===== src/rtl/regfile_writeback_pkg.sv =====
// Shared types and sizing for the register-file writeback initiator.
`timescale 1ns/1ps
package regfile_wb_pkg;

  localparam int data_width   = 32;
  localparam int select_width = 5;
  localparam int fifo_depth   = 4;
  localparam int num_regs     = 2 ** select_width;
  localparam int ptr_w        = $clog2(fifo_depth);
  localparam int cnt_w        = ptr_w + 1;

  typedef enum logic {
    INIT = 1'b0,
    RUN  = 1'b1
  } wb_state_e;

  typedef struct packed {
    logic [select_width-1:0] addr;
    logic [data_width-1:0]   data;
  } wb_entry_t;

  function automatic logic [num_regs-1:0] reg_onehot(input logic [select_width-1:0] a);
    return num_regs'(1) << a;
  endfunction

endpackage


===== src/rtl/regfile_writeback_if.sv =====
// Producer handshakes plus register-file write port of the writeback block.
`timescale 1ns/1ps
interface regfile_writeback_if;
  import regfile_wb_pkg::*;

  logic                    alu_valid;
  logic                    alu_ready;
  logic [select_width-1:0] alu_addr;
  logic [data_width-1:0]   alu_data;
  logic                    mem_valid;
  logic                    mem_ready;
  logic [select_width-1:0] mem_addr;
  logic [data_width-1:0]   mem_data;
  logic [data_width-1:0]   write_data;
  logic [select_width-1:0] write_address;
  logic                    RegWrite;
  logic [num_regs-1:0]     busy_mask;
  logic                    init_done;

  modport slave (
    input  alu_valid, alu_addr, alu_data, mem_valid, mem_addr, mem_data,
    output alu_ready, mem_ready, write_data, write_address, RegWrite, busy_mask, init_done
  );

  modport master (
    output alu_valid, alu_addr, alu_data, mem_valid, mem_addr, mem_data,
    input  alu_ready, mem_ready, write_data, write_address, RegWrite, busy_mask, init_done
  );

endinterface


===== src/rtl/regfile_writeback_fifo.sv =====
// Result buffer: up to two pushes and one pop per cycle, with per-entry
// address visibility so the top can build the pending-write bitmap.
`timescale 1ns/1ps
module wb_fifo
  import regfile_wb_pkg::*;
(
  input  logic                                       clk,
  input  logic                                       rst,
  input  logic [1:0]                                 push_cnt_i,
  input  wb_entry_t                                  push0_i,
  input  wb_entry_t                                  push1_i,
  input  logic                                       pop_i,
  output wb_entry_t                                  head_o,
  output logic [cnt_w-1:0]                           count_o,
  output logic [fifo_depth-1:0][select_width-1:0]    ent_addr_o,
  output logic [fifo_depth-1:0]                      ent_vld_o
);

  wb_entry_t          mem_q [fifo_depth];
  logic [ptr_w-1:0]   wr_ptr_q, wr_ptr_d;
  logic [ptr_w-1:0]   rd_ptr_q, rd_ptr_d;
  logic [cnt_w-1:0]   count_q, count_d;

  always_comb begin
    wr_ptr_d = wr_ptr_q + ptr_w'(push_cnt_i);
    rd_ptr_d = rd_ptr_q + ptr_w'(pop_i);
    count_d  = count_q + cnt_w'(push_cnt_i) - cnt_w'(pop_i);
  end

  always_ff @(posedge clk) begin
    if (rst) begin
      wr_ptr_q <= '0;
      rd_ptr_q <= '0;
      count_q  <= '0;
    end else begin
      wr_ptr_q <= wr_ptr_d;
      rd_ptr_q <= rd_ptr_d;
      count_q  <= count_d;
    end
  end

  // Storage needs no reset; validity is tracked by count/pointers only.
  always_ff @(posedge clk) begin
    if (push_cnt_i != 2'd0) mem_q[wr_ptr_q] <= push0_i;
    if (push_cnt_i == 2'd2) mem_q[wr_ptr_q + ptr_w'(1)] <= push1_i;
  end

  always_comb begin
    logic [ptr_w-1:0] off;
    off       = '0;
    ent_vld_o = '0;
    for (int i = 0; i < fifo_depth; i++) begin
      off           = ptr_w'(i) - rd_ptr_q;
      ent_vld_o[i]  = cnt_w'(off) < count_q;
      ent_addr_o[i] = mem_q[i].addr;
    end
  end

  assign head_o  = mem_q[rd_ptr_q];
  assign count_o = count_q;

endmodule


===== src/rtl/regfile_writeback.sv =====
// Register-file writeback initiator: zero-fills the file after reset, then
// drains buffered ALU/load results one write per cycle.
`timescale 1ns/1ps
module regfile_writeback
  import regfile_wb_pkg::*;
(
  input  logic               clk,
  input  logic               rst,
  regfile_writeback_if.slave bus
);

  wb_state_e                   state_q;
  logic [select_width-1:0]     init_cnt_q;
  logic                        regwrite_q;
  logic [select_width-1:0]     waddr_q;
  logic [data_width-1:0]       wdata_q;

  logic [cnt_w-1:0]                        count, free;
  logic                                    mem_rdy, alu_rdy;
  logic                                    mem_push, alu_push;
  logic [1:0]                              push_cnt;
  wb_entry_t                               push0, push1, head;
  logic                                    pop;
  logic [fifo_depth-1:0][select_width-1:0] ent_addr;
  logic [fifo_depth-1:0]                   ent_vld;
  logic [num_regs-1:0]                     busy;

  // Readies use the registered free count; a same-cycle pop is not credited.
  always_comb begin
    free     = cnt_w'(fifo_depth) - count;
    mem_rdy  = (state_q == RUN) && (free >= cnt_w'(1));
    alu_rdy  = (state_q == RUN) &&
               ((free >= cnt_w'(2)) || ((free >= cnt_w'(1)) && !bus.mem_valid));
    mem_push = bus.mem_valid && mem_rdy && (bus.mem_addr != '0);
    alu_push = bus.alu_valid && alu_rdy && (bus.alu_addr != '0);
    push1    = '{addr: bus.alu_addr, data: bus.alu_data};
    push0    = mem_push ? '{addr: bus.mem_addr, data: bus.mem_data} : push1;
    push_cnt = {1'b0, mem_push} + {1'b0, alu_push};
    pop      = (state_q == RUN) && (count != '0);
  end

  wb_fifo u_fifo (
    .clk        (clk),
    .rst        (rst),
    .push_cnt_i (push_cnt),
    .push0_i    (push0),
    .push1_i    (push1),
    .pop_i      (pop),
    .head_o     (head),
    .count_o    (count),
    .ent_addr_o (ent_addr),
    .ent_vld_o  (ent_vld)
  );

  always_ff @(posedge clk) begin
    if (rst) begin
      state_q    <= INIT;
      init_cnt_q <= '0;
      regwrite_q <= 1'b0;
      waddr_q    <= '0;
      wdata_q    <= '0;
    end else begin
      case (state_q)
        INIT: begin
          regwrite_q <= 1'b1;
          waddr_q    <= init_cnt_q;
          wdata_q    <= '0;
          init_cnt_q <= init_cnt_q + select_width'(1);
          if (init_cnt_q == select_width'(num_regs - 1)) state_q <= RUN;
        end
        RUN: begin
          if (pop) begin
            regwrite_q <= 1'b1;
            waddr_q    <= head.addr;
            wdata_q    <= head.data;
          end else begin
            regwrite_q <= 1'b0;
          end
        end
      endcase
    end
  end

  always_comb begin
    busy = '0;
    if (state_q == INIT) begin
      busy = '1;
    end else begin
      for (int i = 0; i < fifo_depth; i++) begin
        if (ent_vld[i]) busy = busy | reg_onehot(ent_addr[i]);
      end
      if (regwrite_q) busy = busy | reg_onehot(waddr_q);
      busy[0] = 1'b0;
    end
  end

  assign bus.mem_ready     = mem_rdy;
  assign bus.alu_ready     = alu_rdy;
  assign bus.write_data    = wdata_q;
  assign bus.write_address = waddr_q;
  assign bus.RegWrite      = regwrite_q;
  assign bus.busy_mask     = busy;
  assign bus.init_done     = (state_q == RUN);

endmodule


===== src/flat_wrapper.sv =====
// flat-port wrapper written by rule: the top's interface ports become plain ports
module regfile_writeback_flat import regfile_wb_pkg::*;
  (clk, rst, bus_alu_valid, bus_alu_addr, bus_alu_data, bus_mem_valid, bus_mem_addr, bus_mem_data, bus_alu_ready, bus_mem_ready, bus_write_data, bus_write_address, bus_RegWrite, bus_busy_mask, bus_init_done);
  regfile_writeback_if bus_i ();
  input  logic clk;
  input  logic rst;
  input wire logic [$bits(bus_i.alu_valid)-1:0] bus_alu_valid;
  input wire logic [$bits(bus_i.alu_addr)-1:0] bus_alu_addr;
  input wire logic [$bits(bus_i.alu_data)-1:0] bus_alu_data;
  input wire logic [$bits(bus_i.mem_valid)-1:0] bus_mem_valid;
  input wire logic [$bits(bus_i.mem_addr)-1:0] bus_mem_addr;
  input wire logic [$bits(bus_i.mem_data)-1:0] bus_mem_data;
  output wire logic [$bits(bus_i.alu_ready)-1:0] bus_alu_ready;
  output wire logic [$bits(bus_i.mem_ready)-1:0] bus_mem_ready;
  output wire logic [$bits(bus_i.write_data)-1:0] bus_write_data;
  output wire logic [$bits(bus_i.write_address)-1:0] bus_write_address;
  output wire logic [$bits(bus_i.RegWrite)-1:0] bus_RegWrite;
  output wire logic [$bits(bus_i.busy_mask)-1:0] bus_busy_mask;
  output wire logic [$bits(bus_i.init_done)-1:0] bus_init_done;
  assign bus_i.alu_valid = bus_alu_valid;
  assign bus_i.alu_addr = bus_alu_addr;
  assign bus_i.alu_data = bus_alu_data;
  assign bus_i.mem_valid = bus_mem_valid;
  assign bus_i.mem_addr = bus_mem_addr;
  assign bus_i.mem_data = bus_mem_data;
  assign bus_alu_ready = bus_i.alu_ready;
  assign bus_mem_ready = bus_i.mem_ready;
  assign bus_write_data = bus_i.write_data;
  assign bus_write_address = bus_i.write_address;
  assign bus_RegWrite = bus_i.RegWrite;
  assign bus_busy_mask = bus_i.busy_mask;
  assign bus_init_done = bus_i.init_done;
  regfile_writeback u_core (.clk(clk), .rst(rst), .bus(bus_i));
endmodule

===== config.mk =====
export PLATFORM = sky130hd
export DESIGN_NAME = regfile_writeback_flat
export DESIGN_NICKNAME = d
export VERILOG_FILES = /design/src/rtl/regfile_writeback_pkg.sv /design/src/rtl/regfile_writeback_if.sv /design/src/rtl/regfile_writeback_fifo.sv /design/src/rtl/regfile_writeback.sv /design/src/flat_wrapper.sv
export SDC_FILE = /design/constraint.sdc
export NUM_CORES = 1
export LEC_CHECK = 0
export ABC_AREA = 1
export BUFFER_PORTS_ARGS = -buffer_cell sky130_fd_sc_hd__buf_4
export CAP_MARGIN = 20
export CORE_MARGIN = 1.5
export CORE_UTILIZATION = 45
export DETAILED_ROUTE_END_ITERATION = 7
export PLACE_DENSITY = 0.62
export SLEW_MARGIN = 5
export SYNTH_ARGS = -nofsm -noshare
export SYNTH_HDL_FRONTEND = slang
export SYNTH_SLANG_ARGS = --single-unit

===== constraint.sdc =====
create_clock -name clk -period 15.9 [get_ports clk]
set_clock_uncertainty 0.05 [all_clocks]
set_input_delay 1.59 -clock clk [delete_from_list [all_inputs] [get_ports clk]]
set_output_delay 1.59 -clock clk [all_outputs]
set_load 0.02 [all_outputs]

=== Yosys cells after proc, flatten, opt, wreduce, memory -nomap -nowiden ===
Memory sizes are Yosys's and may differ from the RTL's. A register that Yosys moved wholly into a read port is not among the register bits.
Cells that the tools add are included.

* Register bits after elaboration: 51
* Latch bits: 0
* Memory bits (writable): 148
* ROM bits: 0
* Output and inout bits: 73
* Memories kept: 1

* Add/sub/neg operators: 12
* $mul: 0
* Divide/modulo/power cells: 0
* Order comparisons: 6
* Equal/unequal tests: 3
* Shift-type cells: 5
* Multiplexer cells: 24
* Bitwise logic cells: 5
* Reduce and logical (&&, ||, !) cells: 14

{| class="wikitable"
|+ Memory list
! name !! depth !! width !! rd ports !! clocked after Yosys merged registers in !! write ports !! RTL line !! RTL
|-
| u_core.u_fifo.mem_q || 4 || 37 || 5 || 1 || 2 || regfile_writeback_fifo.sv:19 || <nowiki>wb_entry_t mem_q [fifo_depth];</nowiki>
|}

{| class="wikitable"
|+ Operators with widths
! cell !! count
|-
| $mux W32 || 11
|-
| $shl A1 B5 Y32 const A || 5
|-
| $or A32 B32 Y32 || 4
|-
| $pmux W32 S2 || 1
|-
| $mux W37 || 1
|-
| $lt A2 B3 Y1 || 4
|-
| $pmux W5 S2 || 1
|-
| $reduce_bool A5 Y1 || 2
|-
| $logic_and A1 B1 Y1 || 8
|-
| $mux W1 || 7
|-
| $add A5 B1 Y5 const B || 1
|-
| $eq A5 B5 Y1 const B || 1
|-
| $mux W5 || 1
|-
| $sub A1 B2 Y2 const A || 2
|-
| $sub A2 B2 Y2 const A || 2
|-
| $add A3 B2 Y3 || 1
|-
| $ge A3 B1 Y1 const B || 1
|-
| $ge A3 B2 Y1 const B || 1
|-
| $reduce_bool A3 Y1 || 1
|-
| $sub A3 B1 Y3 || 1
|-
| $sub A3 B3 Y3 const A || 1
|-
| $add A1 B1 Y2 || 1
|-
| $add A2 B1 Y2 || 1
|-
| $add A2 B1 Y2 const B || 1
|-
| 9 further kinds || 9
|}

=== Logic depth before layout (Yosys ltp) ===
* Word-level depth: 16
* Depth in mapped cells: 20
* Mapped depth without buffers: 19

=== Cells and area by module ===
Synthesis repeated with hierarchy kept, for this count alone.

* Cells, all modules: 1631
* Area, all modules: 11950.2 sq um

{| class="wikitable"
|+ By module, submodules not included
! module !! times used !! cells an instance !! area each (sq um)
|-
| wb_fifo || 1 || 827 || 7754.9
|-
| regfile_writeback || 1 || 804 || 4195.3
|}

=== Least setup slack after synthesis ===
OpenSTA, ideal clock, no wires.

* Kind: input -> register
* From: in bus_mem_addr[4]
* To: mem u_core.u_fifo.mem_q[3][0] (netlist bit), enable pin
* Setup time: 487 ps
* Data arrival time: 5154 ps
* Setup slack: 10209 ps
* Stages on the path: 8
* Buffers on the path: 1
* Cells stage by stage: inv_1 -> nand3_1 -> nand2_2 -> nor2_4 -> buf_2 -> inv_1 -> ha_1 -> o31ai_1

{| class="wikitable"
|+ RTL lines
! item !! RTL line !! RTL
|-
| start: declaration || flat_wrapper.sv:11 || <nowiki>input wire logic [$bits(bus_i.mem_addr)-1:0] bus_mem_addr;</nowiki>
|-
| end: declaration || regfile_writeback_fifo.sv:19 ||
|}

=== Final worst setup path ===
* From: reg u_core.u_fifo.rd_ptr_q[0]
* To: out bus_busy_mask[9]

* Word-level cells in the longest chain between the ends: 16
* Elaborated cells between the ends (all ways): 22
* Classes of those cells: 4 x add/sub; 4 x order compare; 10 x mux; 4 x bitwise

{| class="wikitable"
|+ Ends and longest elaborated chain
! item !! RTL line !! RTL
|-
| start: declaration || regfile_writeback_fifo.sv:21 || <nowiki>logic [ptr_w-1:0] rd_ptr_q, rd_ptr_d;</nowiki>
|-
| start signal: assignment || regfile_writeback_fifo.sv:37 || <nowiki>rd_ptr_q <= rd_ptr_d;</nowiki>
|-
| $sub A1 B2 Y2 || regfile_writeback_fifo.sv:53 || <nowiki>off = ptr_w'(i) - rd_ptr_q;</nowiki>
|-
| $lt A2 B3 Y1 || regfile_writeback_fifo.sv:54 || <nowiki>ent_vld_o[i] = cnt_w'(off) < count_q;</nowiki>
|-
| $mux W32 || regfile_writeback.sv:90 || <nowiki>if (ent_vld[i]) busy = busy | reg_onehot(ent_addr[i]);</nowiki>
|-
| $mux W32 || regfile_writeback.sv:86 || <nowiki>if (state_q == INIT) begin</nowiki>
|-
| $or A32 B32 Y32 || regfile_writeback.sv:90 ||
|-
| $mux W32 || regfile_writeback.sv:90 ||
|-
| $mux W32 || regfile_writeback.sv:86 ||
|-
| $or A32 B32 Y32 || regfile_writeback.sv:90 ||
|-
| $mux W32 || regfile_writeback.sv:90 ||
|-
| $mux W32 || regfile_writeback.sv:86 ||
|-
| $or A32 B32 Y32 || regfile_writeback.sv:90 ||
|-
| $mux W32 (*) || regfile_writeback.sv:90 ||
|-
| $mux W32 (*) || regfile_writeback.sv:86 ||
|-
| $or A32 B32 Y32 || regfile_writeback.sv:92 || <nowiki>if (regwrite_q) busy = busy | reg_onehot(waddr_q);</nowiki>
|-
| $mux W32 (*) || regfile_writeback.sv:92 ||
|-
| $mux W32 (*) || regfile_writeback.sv:86 ||
|-
| end: declaration || flat_wrapper.sv:18 || <nowiki>output wire logic [$bits(bus_i.busy_mask)-1:0] bus_busy_mask;</nowiki>
|}

Every way passes the cells marked *; elsewhere a longest branch is shown, timed or not. The select of a mux whose other input is x is not followed.

==> results <==
- The clock drives 199 sinks.
- The first global-routing pass estimated 64.26 mm of wire.
- The fraction of synthesized cell area taken by the top area cell type is 34.80%.
- The worst register-to-register path has a depth of 15.
- The critical path runs through a total of 11 cells.
- Of all nets on the critical path, the largest fanout is 37.
- The startpoint identified for the worst register-to-register timing path is u_core.u_fifo.count_o[0].
- The initial antenna violation count is 0.
- The leading cell type in the layout, fill and taps excluded is nand2_1.
- The first routing iteration left 1213 violations.
- The normalized max-slew margin is between 20 and 30%.
- The via count of the first global-routing pass is 11400.
- The data arrival time at the worst-slack endpoint is about 3.7 ns.
- After clock tree synthesis, the clock-pin slew on the worst setup and hold paths is 0.09 ns.
- No sink is reached through more buffers than the 2 on the longest clock path.
- In this run the core area contains 61 standard-cell rows.
- 0 antenna diodes ended up in the layout.
- The global-route usage over all layers is 29.09%.
- The floorplan step defined a core boundary enclosing approximately 0.028 sq mm.
- The remaining routing DRC violations is 0.
- The final count of pins violating max slew came to 0.
- The timing startpoint of the critical path is u_core.u_fifo.rd_ptr_q[0].
- The clock latency at the later pin of the worst-skew pair is about 0.44 ns.
- The final cell utilization of the core is 52.66%.
- The internal power is 0.8135 mW.
- After synthesis the cells add up to ~0.013 sq mm.
- The number of H-tree branching levels is 4.
- The floorplan step defined a die boundary enclosing about 0.029 sq mm.
- At the end of the flow, the number of nets in the layout was a little under 2000.
- The flow ran to the end, and the final reports show no timing, DRC or antenna violations.
- Counting I/O delays and the setup requirement, the final critical path takes 5.379 ns.
- Adding up every negative setup slack in the final design gives 0 ns.
- The layout cell share with drive strength beyond 1 is 15.87%.
- The highest cell delay on the worst timing path is 0.79 ns.
- Once detailed placement completed, the half-perimeter wirelength came to roughly 28 mm.
- In the post-synthesis netlist, the biggest area contributors are edfxtp_1 35%, nand2_1 20%, nand3_1 8.1%.
- In this run the power spent charging and discharging nets is 0.2641 mW.
- Across all layers, the routed design uses 12260 vias.
- The power per cell area is 73.46 mW/mm^2.
- The number of warnings issued by yosys is 0.
- The layout overhead on the synthesized area is 14.87%.
- The number of hold buffers added after CTS was 0.
- The path class of the tightest hold or removal check is flip-flop to flip-flop.
- Measured along the y axis, the die boundary spans 171.5 microns.
- The critical path goes through nand2_1 > inv_2 > nor2_1 > inv_1 > ha_1 > inv_1 > nor2_1 > a21oi_2 > nand4_1 > nand4_1 > buf_4.
- The routed design has roughly 42 mm of wire.
- The slack of the worst reg-to-reg path is approximately 11 ns.
- The reg-to-reg critical path endpoint is u_core.u_fifo.mem_q[1][35].
- The post-route antenna net violation count is 0.
- Timing would allow up to 185.9 MHz.
- The buffer count from post-CTS setup fixing is 0.
- The mean instance size in the synthesized netlist is ~7.4 sq um.
- The kind of end point of the critical path is a primary output.
- The worst setup path is launched from a flip-flop.
- When the netlist entered floorplanning its net count stood at 1829.
- The synthesis-stage register bit count is 199.
- The count of buffers inserted at the top-level ports is 150.
- The count of unique library cells instantiated by Yosys is 42.
- The final-report setup violation count is 0.
- Setup repair after global routing left no endpoint under its margin.
- In this design, the largest share of critical-path delay is due to buffers and inverters.
- In this run switching power makes up between 20% and 30% of total power.
- For this run, the register share of the synthesized area comes to 42.80%.
- The critical path endpoint is bus_busy_mask[9].
- The total overflow left after global routing is 0.
- The number of clock buffers added by TritonCTS is 17.
- The library cells used most frequently in the layout, excluding fill and tap cells, are 666 x nand2_1, 207 x nand3_1, 167 x buf_4.
- The cell type with the highest aggregate area in the netlist is edfxtp_1.
- The CTS tree is built.
- The routed wirelength normalized by instance count is between 15 and 20 microns.
- The cell with the biggest individual delay on the critical path is a21oi_2.
- Summed over all cells, the static leakage comes to 5.877 nW.
- STA puts the critical path data required time at 14.26 ns.
- Per report_power, the clock group accounts for around two fifths of the total.
- roughly 150 I/O pins were placed.
- The slew of the pin with the lowest slew margin is 1.082 ns.
- The combinational group share of total power is 6.2%.
- Once the floorplan was initialized, standard cells occupied 45.84% of the core.
- The portion of total power attributed to sequential cells is 51.9%.
- The routability-driven placement congestion ratio is slightly below 1.
- Together, buffers and inverters on the worst path number 4.
- In this run the horizontal extent of the chip is between 150 and 200 microns.
- Across the run, the number of max-cap violations was 0.
- The period utilization is 33.83%.
- The number of failing hold endpoints at the final stage came to 0.
- The maximum resistive drop on vdd is 0.06599 mV.
- The worst setup path is of the flip-flop to primary output kind.
- Counting every instance in the synthesized netlist gives 1733.
- Once the clock tree was built, the resizer swapped 0 gates to a different size.
- The CTS root buffer is clkbuf_16.
- Before antenna repair, the detailed router went through 5 iterations.
- Using the TritonRoute via totals, the vias-per-cell ratio works out to 5.527.
- The largest net degree at the start of global routing is between 40 and 50.
[cell type report]
cell class / count / area (sq um)
Timing Repair Buffer: 168 / 1281
Sequential cell: 199 / 5465
Multi-Input combinational cell: 1316 / 6366
Clock inverter: 14 / 185.2
Fill cell: 2736 / 13190
Clock buffer: 18 / 429.2
Inverter: 125 / 469.2
Tap cell: 378 / 473.0
[per-layer routing]
metal  track usage (%)  share of wire (%)  up-vias
li1                  -                  -     5898
met1             38.26                 42     5684
met2             47.91                 47      581
met3             4.901                8.0       96
met4             11.02                2.8        0
met5                 0                  0        -
[power by group through the flow]
| stage | clock network [mW] | registers [mW] | logic, mW |
|---|---|---|---|
| floorplan | 0 | 0.571 | 0.0364 |
| global placement | 0 | 0.571 | 0.0651 |
| detailed placement | 0 | 0.571 | 0.0662 |
| CTS | 0.456 | 0.559 | 0.0665 |
| global route | 0.474 | 0.559 | 0.0743 |
| finish | 0.452 | 0.559 | 0.0670 |
[sequential cells by signal, indices dropped and copies added (netlist names), 2 cells and up]
register                  cells
u_core.u_fifo.count_o         3
u_core.u_fifo.rd_ptr_q        2
u_core.init_cnt_q             5
u_core.u_fifo.wr_ptr_q        2
u_core.bus.write_address      5
u_core.bus.write_data        32
u_core.u_fifo.mem_q         148
[Yosys cell counts (all sizes together)]
library cell,count
nand4,72
o211ai,2
o22ai,4
o21bai,35
a21oi,68
o21a,2
nand2,684
nor3,19
a31oi,1
ha,17
dfxtp,51
xnor2,2
buf,70
and2,1
nand3,208
or2,4
edfxtp,148
o21ai,17
nor2,173
clkinv,2
inv,123
o31ai,4
fa,1
clkbuf,23
nor4,1
xor2,1
[per-stage QoR]
stage	cell area (sq um)	power [mW]	hold slack, ns	instances	setup WS [ns]
after CTS	14640	1.081	0.4225	2217	10.56
after global routing	14670	1.107	0.4508	2218	10.30
final	14670	1.078	0.4185	2218	10.52
after detailed placement	14030	0.6370	0.4101	2185	10.75
after global placement	14030	0.6359	0.4082	2185	10.79
after floorplan	12770	0.6072	0.4127	1733	10.21
[how the worst min path moves through the flow]
stage | to | slack, ns | start | cells past startpoint
final | u_core.bus.write_data[26] | 0.42 | u_core.bus.write_data[26] | 2
after global routing | u_core.bus.write_data[6] | 0.45 | u_core.bus.write_data[6] | 2
after CTS | u_core.bus.write_data[22] | 0.42 | u_core.bus.write_data[22] | 2
after detailed placement | u_core.bus.write_data[26] | 0.41 | u_core.bus.write_data[26] | 2
after global placement | u_core.bus.write_data[22] | 0.41 | u_core.bus.write_data[22] | 2
after floorplan | u_core.init_cnt_q[0] | 0.41 | u_core.init_cnt_q[0] | 2
[logic make-up (layout without fill, tap and decap cells)]
logic type | count (synthesis) | after routing | synth area share [%]
adder cells (fa/ha/maj) | 18 | 18 | 1.822
AO/OA/AOI/OAI | 133 | 133 | 8.603
XOR/XNOR | 3 | 3 | 0.2058
AND/OR/NAND/NOR | 1162 | 1162 | 38.69
buffers and inverters | 218 | 325 | 7.878
flip-flops | 199 | 199 | 42.80
[worst register-to-register path: cells and delay by family (launching register included)]
kind / cells / cell delay, ns
AO/OA/AOI/OAI: 1 / 0.24
adder cells (fa/ha/maj): 3 / 0.80
buffers and inverters: 5 / 1.34
flip-flops: 1 / 0.48
AND/OR/NAND/NOR: 6 / 1.57
Power figures use the tool's default switching activity.
